### src/rtl/decoder_n_seq.sv
// Registered N-to-2^N one-hot decoder with enable, plus a scan mode that steps an index and wraps at LAST.
// Latency 1 clk from sampled inputs to every output; no backpressure, a new input is accepted every cycle.
module decoder_n_seq #(
    parameter int N    = 3,
    parameter int LAST = 2**N - 1
) (
    input  logic              clk,
    input  logic              reset,
    input  logic              e,
    input  logic              mode,
    input  logic [N-1:0]      in,
    input  logic              load,
    output logic [2**N-1:0]   out,
    output logic [N-1:0]      idx,
    output logic              valid,
    output logic              wrap
);

    localparam int             W        = 2**N;
    localparam logic [N-1:0]   LAST_IDX = N'(LAST);

    logic [W-1:0] out_q, out_d;
    logic [N-1:0] idx_q, idx_d;
    logic         valid_q, valid_d;
    logic         wrap_q, wrap_d;
    logic [N-1:0] nxt;
    logic         at_last;

    always_comb begin
        idx_d   = idx_q;
        out_d   = '0;
        valid_d = 1'b0;
        wrap_d  = 1'b0;
        nxt     = idx_q;
        // ">=" rather than "==" so an index carried over from decode mode beyond LAST wraps too
        at_last = (idx_q >= LAST_IDX);

        if (e) begin
            if (!mode) begin
                nxt = in;
            end else if (load) begin
                nxt = (in > LAST_IDX) ? LAST_IDX : in;
            end else begin
                nxt    = at_last ? '0 : idx_q + N'(1);
                wrap_d = at_last;
            end
            idx_d   = nxt;
            out_d   = W'(1) << nxt;
            valid_d = 1'b1;
        end
    end

    always_ff @(posedge clk or posedge reset) begin
        if (reset) begin
            out_q   <= '0;
            idx_q   <= '0;
            valid_q <= 1'b0;
            wrap_q  <= 1'b0;
        end else begin
            out_q   <= out_d;
            idx_q   <= idx_d;
            valid_q <= valid_d;
            wrap_q  <= wrap_d;
        end
    end

    assign out   = out_q;
    assign idx   = idx_q;
    assign valid = valid_q;
    assign wrap  = wrap_q;

endmodule

### config.mk
export PLATFORM = sky130hd
export DESIGN_NAME = decoder_n_seq
export DESIGN_NICKNAME = d
export VERILOG_FILES = /design/src/rtl/decoder_n_seq.sv
export SDC_FILE = /design/constraint.sdc
export NUM_CORES = 1
export LEC_CHECK = 0
export CAP_MARGIN = 40
export CELL_PAD_IN_SITES_DETAIL_PLACEMENT = 1
export CELL_PAD_IN_SITES_GLOBAL_PLACEMENT = 2
export CORE_MARGIN = 2
export CORE_UTILIZATION = 28
export CTS_BUF_LIST = sky130_fd_sc_hd__clkbuf_16
export CTS_CLUSTER_DIAMETER = 100
export CTS_CLUSTER_SIZE = 30
export DETAILED_ROUTE_END_ITERATION = 12
export GPL_ROUTABILITY_DRIVEN = 0
export MAX_ROUTING_LAYER = met4
export PLACE_DENSITY = 0.88
export SKIP_LAST_GASP = 1
export SLEW_MARGIN = 20
export SYNTH_ARGS = -nofsm -noshare
export SYNTH_HDL_FRONTEND = slang
export SYNTH_SLANG_ARGS = --single-unit
### constraint.sdc
create_clock -name clk -period 3 [get_ports clk]
set_clock_uncertainty 0.2 [all_clocks]
set_input_delay 0.6 -clock clk [delete_from_list [all_inputs] [get_ports clk]]
set_output_delay 0.6 -clock clk [all_outputs]
set_load 0.1 [all_outputs]
==> summary.txt <==
Status
  • Status: finished, final reports clean

Floorplanning
  • DIE WIDTH: 49.0 microns
  • Die area: 2400 sq um
  • Top-level port count: 21
  • Starting Density: between 20% and 30%
  • Area of the core: about 1900 sq um
  • Number of core rows: 16
  • Vertical die dimension: 49.0 microns

Yosys
  • Synthesized net count: 53
  • Prevailing post-synth register cell: sky130_fd_sc_hd__dfrtp_1
  • Async set or reset register ratio after synthesis: 100%
  • Post-Syn Area per Cell: 13.2 sq um
  • Post-synth EDFFs: 0
  • Post-synthesis sequential area ratio: 57.3%
  • Gate count after technology mapping: 43
  • Number of flip-flops and latches in the synthesized netlist: 13
  • Number of warnings printed during yosys synthesis: 0
  • Cell area after technology mapping: between 500 and 600 sq um
  • Number of distinct standard cells referenced by the synthesized netlist: 23

Clock network
  • Max Root-Sink Buffers: 2
  • Number of hold buffers added after cts: 0
  • CTS tree: built
  • Post-CTS repair timing setup buffer count: 0
  • Number of sinks driven by the clock tree: 13
  • Post-cts gate resize count: 0
  • TritonCTS buffer count: 3
  • Buffer cell driving the clock tree root: sky130_fd_sc_hd__clkbuf_16
  • Number of H-tree branching levels: 1
  • Post-CTS clock slew at the launch and capture registers of the worst setup and hold paths: 0.04 ns
  • Clock latency on the worst-skew pair: about 0.23 ns

Global route
  • Overflow left after global routing: 0
  • Wire length of the first global-routing pass: 2.00 mm
  • Antenna violations before repair: 0
  • Total routing resource utilization after global routing: 11.6%
  • Largest net degree at the start of global routing: 14
  • Vias in the first global route: 435

Timing
  • Slew at the pin with the worst max-slew slack: 0.479 ns
  • Worst-case setup margin in the final layout: 0.684 ns
  • Setup repair after global routing missed its margin: no
  • Portion of the clock cycle consumed by the worst path in the final layout: approximately 77%
  • Final critical path time including I/O delays and setup: 2.32 ns
  • Top achievable clock speed: around 430 MHz
  • Pins over their slew limit: 0
  • Post-Route Setup TNS: 0 ns
  • Final number of hold-violating endpoints: 0
  • Tightest slew margin relative to the limit: 67.2%
  • Setup violators final: 0

Critical path
  • Kind of critical path: input pin to register
  • Crit. End Element: register
  • Setup crit start kind: input pin
  • CP arrival: 2.29 ns
  • Highest net fanout along the worst path: 6
  • Required time at the worst-slack endpoint: about 3.0 ns

Placement
  • Hpwl dp: roughly 900 microns
  • Place WS: 0.421 ns
  • Total placed cells including tap cells: between 80 and 90
  • Input/output buffers: 20

Routing
  • Count of routing violations after the opening detailed-route iteration: 1
  • WL final: about 1.2 mm
  • DRC: 0
  • DR WL/cell: 12.7 microns
  • Antenna-violating nets left: 0
  • Average vias per placed instance: roughly 4.7
  • Count of TritonRoute iterations in the first routing pass: 4
  • Via count of the routed design: 430

Finish
  • Number of inserted filler cells in the final layout: about 210
  • N_diodes: 0
  • Area added between synthesis and finish: 47.8%
  • Net count, final: 76
  • Number of standard cells in the final layout excluding fillers: 92
  • Layout cells sized above 1: a little over a third

Power and ir drop
  • Lkg Pwr: 0.401 nW
  • Maximum VDD drop: 361 uV
  • Power density over the cells: ~720 nW/um^2

Run
  • Count of max-cap constraint violations: 0

Worst hold path
  • Hold Path Class: register to register
cell families (layout without fill, tap and decap cells):
group / count (synthesis) / count (layout) / share of synthesized area [%]
AND/OR/NAND/NOR: 14 / 14 / 20.9
flip-flops: 13 / 13 / 57.3
AO/OA/AOI/OAI: 7 / 7 / 10.1
buffers and inverters: 5 / 27 / 3.52
adder cells (fa/ha/maj): 2 / 2 / 4.40
multiplexers: 2 / 2 / 3.74
placed cells by master, fill, tap and decap left out:
cell type,instances
sky130_fd_sc_hd__dfrtp_1,13
sky130_fd_sc_hd__buf_4,13
sky130_fd_sc_hd__clkdlybuf4s50_1,7
sky130_fd_sc_hd__inv_1,4
sky130_fd_sc_hd__clkbuf_16,3
sky130_fd_sc_hd__nor2_1,2
sky130_fd_sc_hd__a21oi_1,2
sky130_fd_sc_hd__nor3_1,2
sky130_fd_sc_hd__nor4b_2,2
sky130_fd_sc_hd__and4b_1,2
sky130_fd_sc_hd__ha_1,2
sky130_fd_sc_hd__nor2b_1,1
sky130_fd_sc_hd__a31o_2,1
sky130_fd_sc_hd__nand3b_1,1
sky130_fd_sc_hd__o22a_1,1
sky130_fd_sc_hd__mux2i_1,1
sky130_fd_sc_hd__or4b_4,1
sky130_fd_sc_hd__o211ai_1,1
sky130_fd_sc_hd__mux2_2,1
sky130_fd_sc_hd__o21a_4,1
sky130_fd_sc_hd__nor3b_1,1
sky130_fd_sc_hd__and4_2,1
sky130_fd_sc_hd__and3_1,1
sky130_fd_sc_hd__o21a_1,1
worst paths after layout:
path                       startpoint      to  slack, ns  cells after the start
min reg2reg                    idx[0]  idx[0]       0.37                      1
max                              mode  out[0]       0.68                      4
min in group asynchronous       reset    wrap       0.48                      2
min                            idx[0]  idx[0]       0.37                      1
max reg2reg                    idx[0]  out[7]       0.98                      5
max in group asynchronous       reset  out[3]       1.80                      2
report_power, final:
group | internal, mW | switching [mW]
combinational | 0.0447 | 0.122
clock | 0.175 | 0.0638
sequential | 0.187 | 0.00813
sequential cells by signal, indices dropped and copies added (netlist names):
register,count
out,8
idx,3
valid,1
wrap,1
through the flow:
| step | cell area [sq um] | hold WS [ns] | utilization (%) | power (mW) |
|---|---|---|---|---|
| 6_report | 840 | 0.371 | 43.2 | 0.601 |
| 5_1_grt | 840 | 0.411 | 43.2 | 0.629 |
| 3_3_place_gp | 761 | 0.358 | 39.2 | 0.363 |
| 4_1_cts | 840 | 0.376 | 43.2 | 0.610 |
| 2_1_floorplan | 568 | 0.277 | - | 0.323 |
| 3_5_place_dp | 761 | 0.367 | 39.2 | 0.366 |
layer usage:
metal | vias to the layer above | GRT usage [%] | part of all wire (%)
met5 | - | - | 0
met4 | 0 | 2.86 | 0
met3 | 0 | 6.13 | 9.2
met2 | 17 | 17.4 | 49
met1 | 211 | 13.6 | 41
li1 | 202 | - | -
area by class of cell:
| cell class | count | area, sq um | area share, % |
|---|---|---|---|
| Tap cell | 27 | 33.8 | 4.02 |
| Inverter | 3 | 11.3 | 1.34 |
| Clock buffer | 3 | 75.1 | 8.94 |
| Multi-Input combinational cell | 25 | 223 | 26.5 |
| Sequential cell | 13 | 325 | 38.7 |
| Timing Repair Buffer | 20 | 168 | 20.0 |
| Clock inverter | 1 | 3.75 | 0.447 |
critical path, stage by stage:
cell	delay [ns]
sky130_fd_sc_hd__clkdlybuf4s50_1	0.49
sky130_fd_sc_hd__nor2b_1	0.40
sky130_fd_sc_hd__mux2i_1	0.51
sky130_fd_sc_hd__and4_2	0.29
synthesized netlist by cell type (all sizes together) (2+ instances only):
| cell | count | area share, % |
|---|---|---|
| ha | 2 | 4.4 |
| a21oi | 2 | 1.8 |
| nor2 | 2 | 1.3 |
| nor4b | 2 | 5.3 |
| clkbuf | 2 | 1.5 |
| dfrtp | 13 | 57 |
| inv | 3 | 2.0 |
| o21a | 2 | 4.0 |
| and4b | 2 | 3.5 |
| nor3 | 2 | 1.8 |
Power figures use the tool's default switching activity.
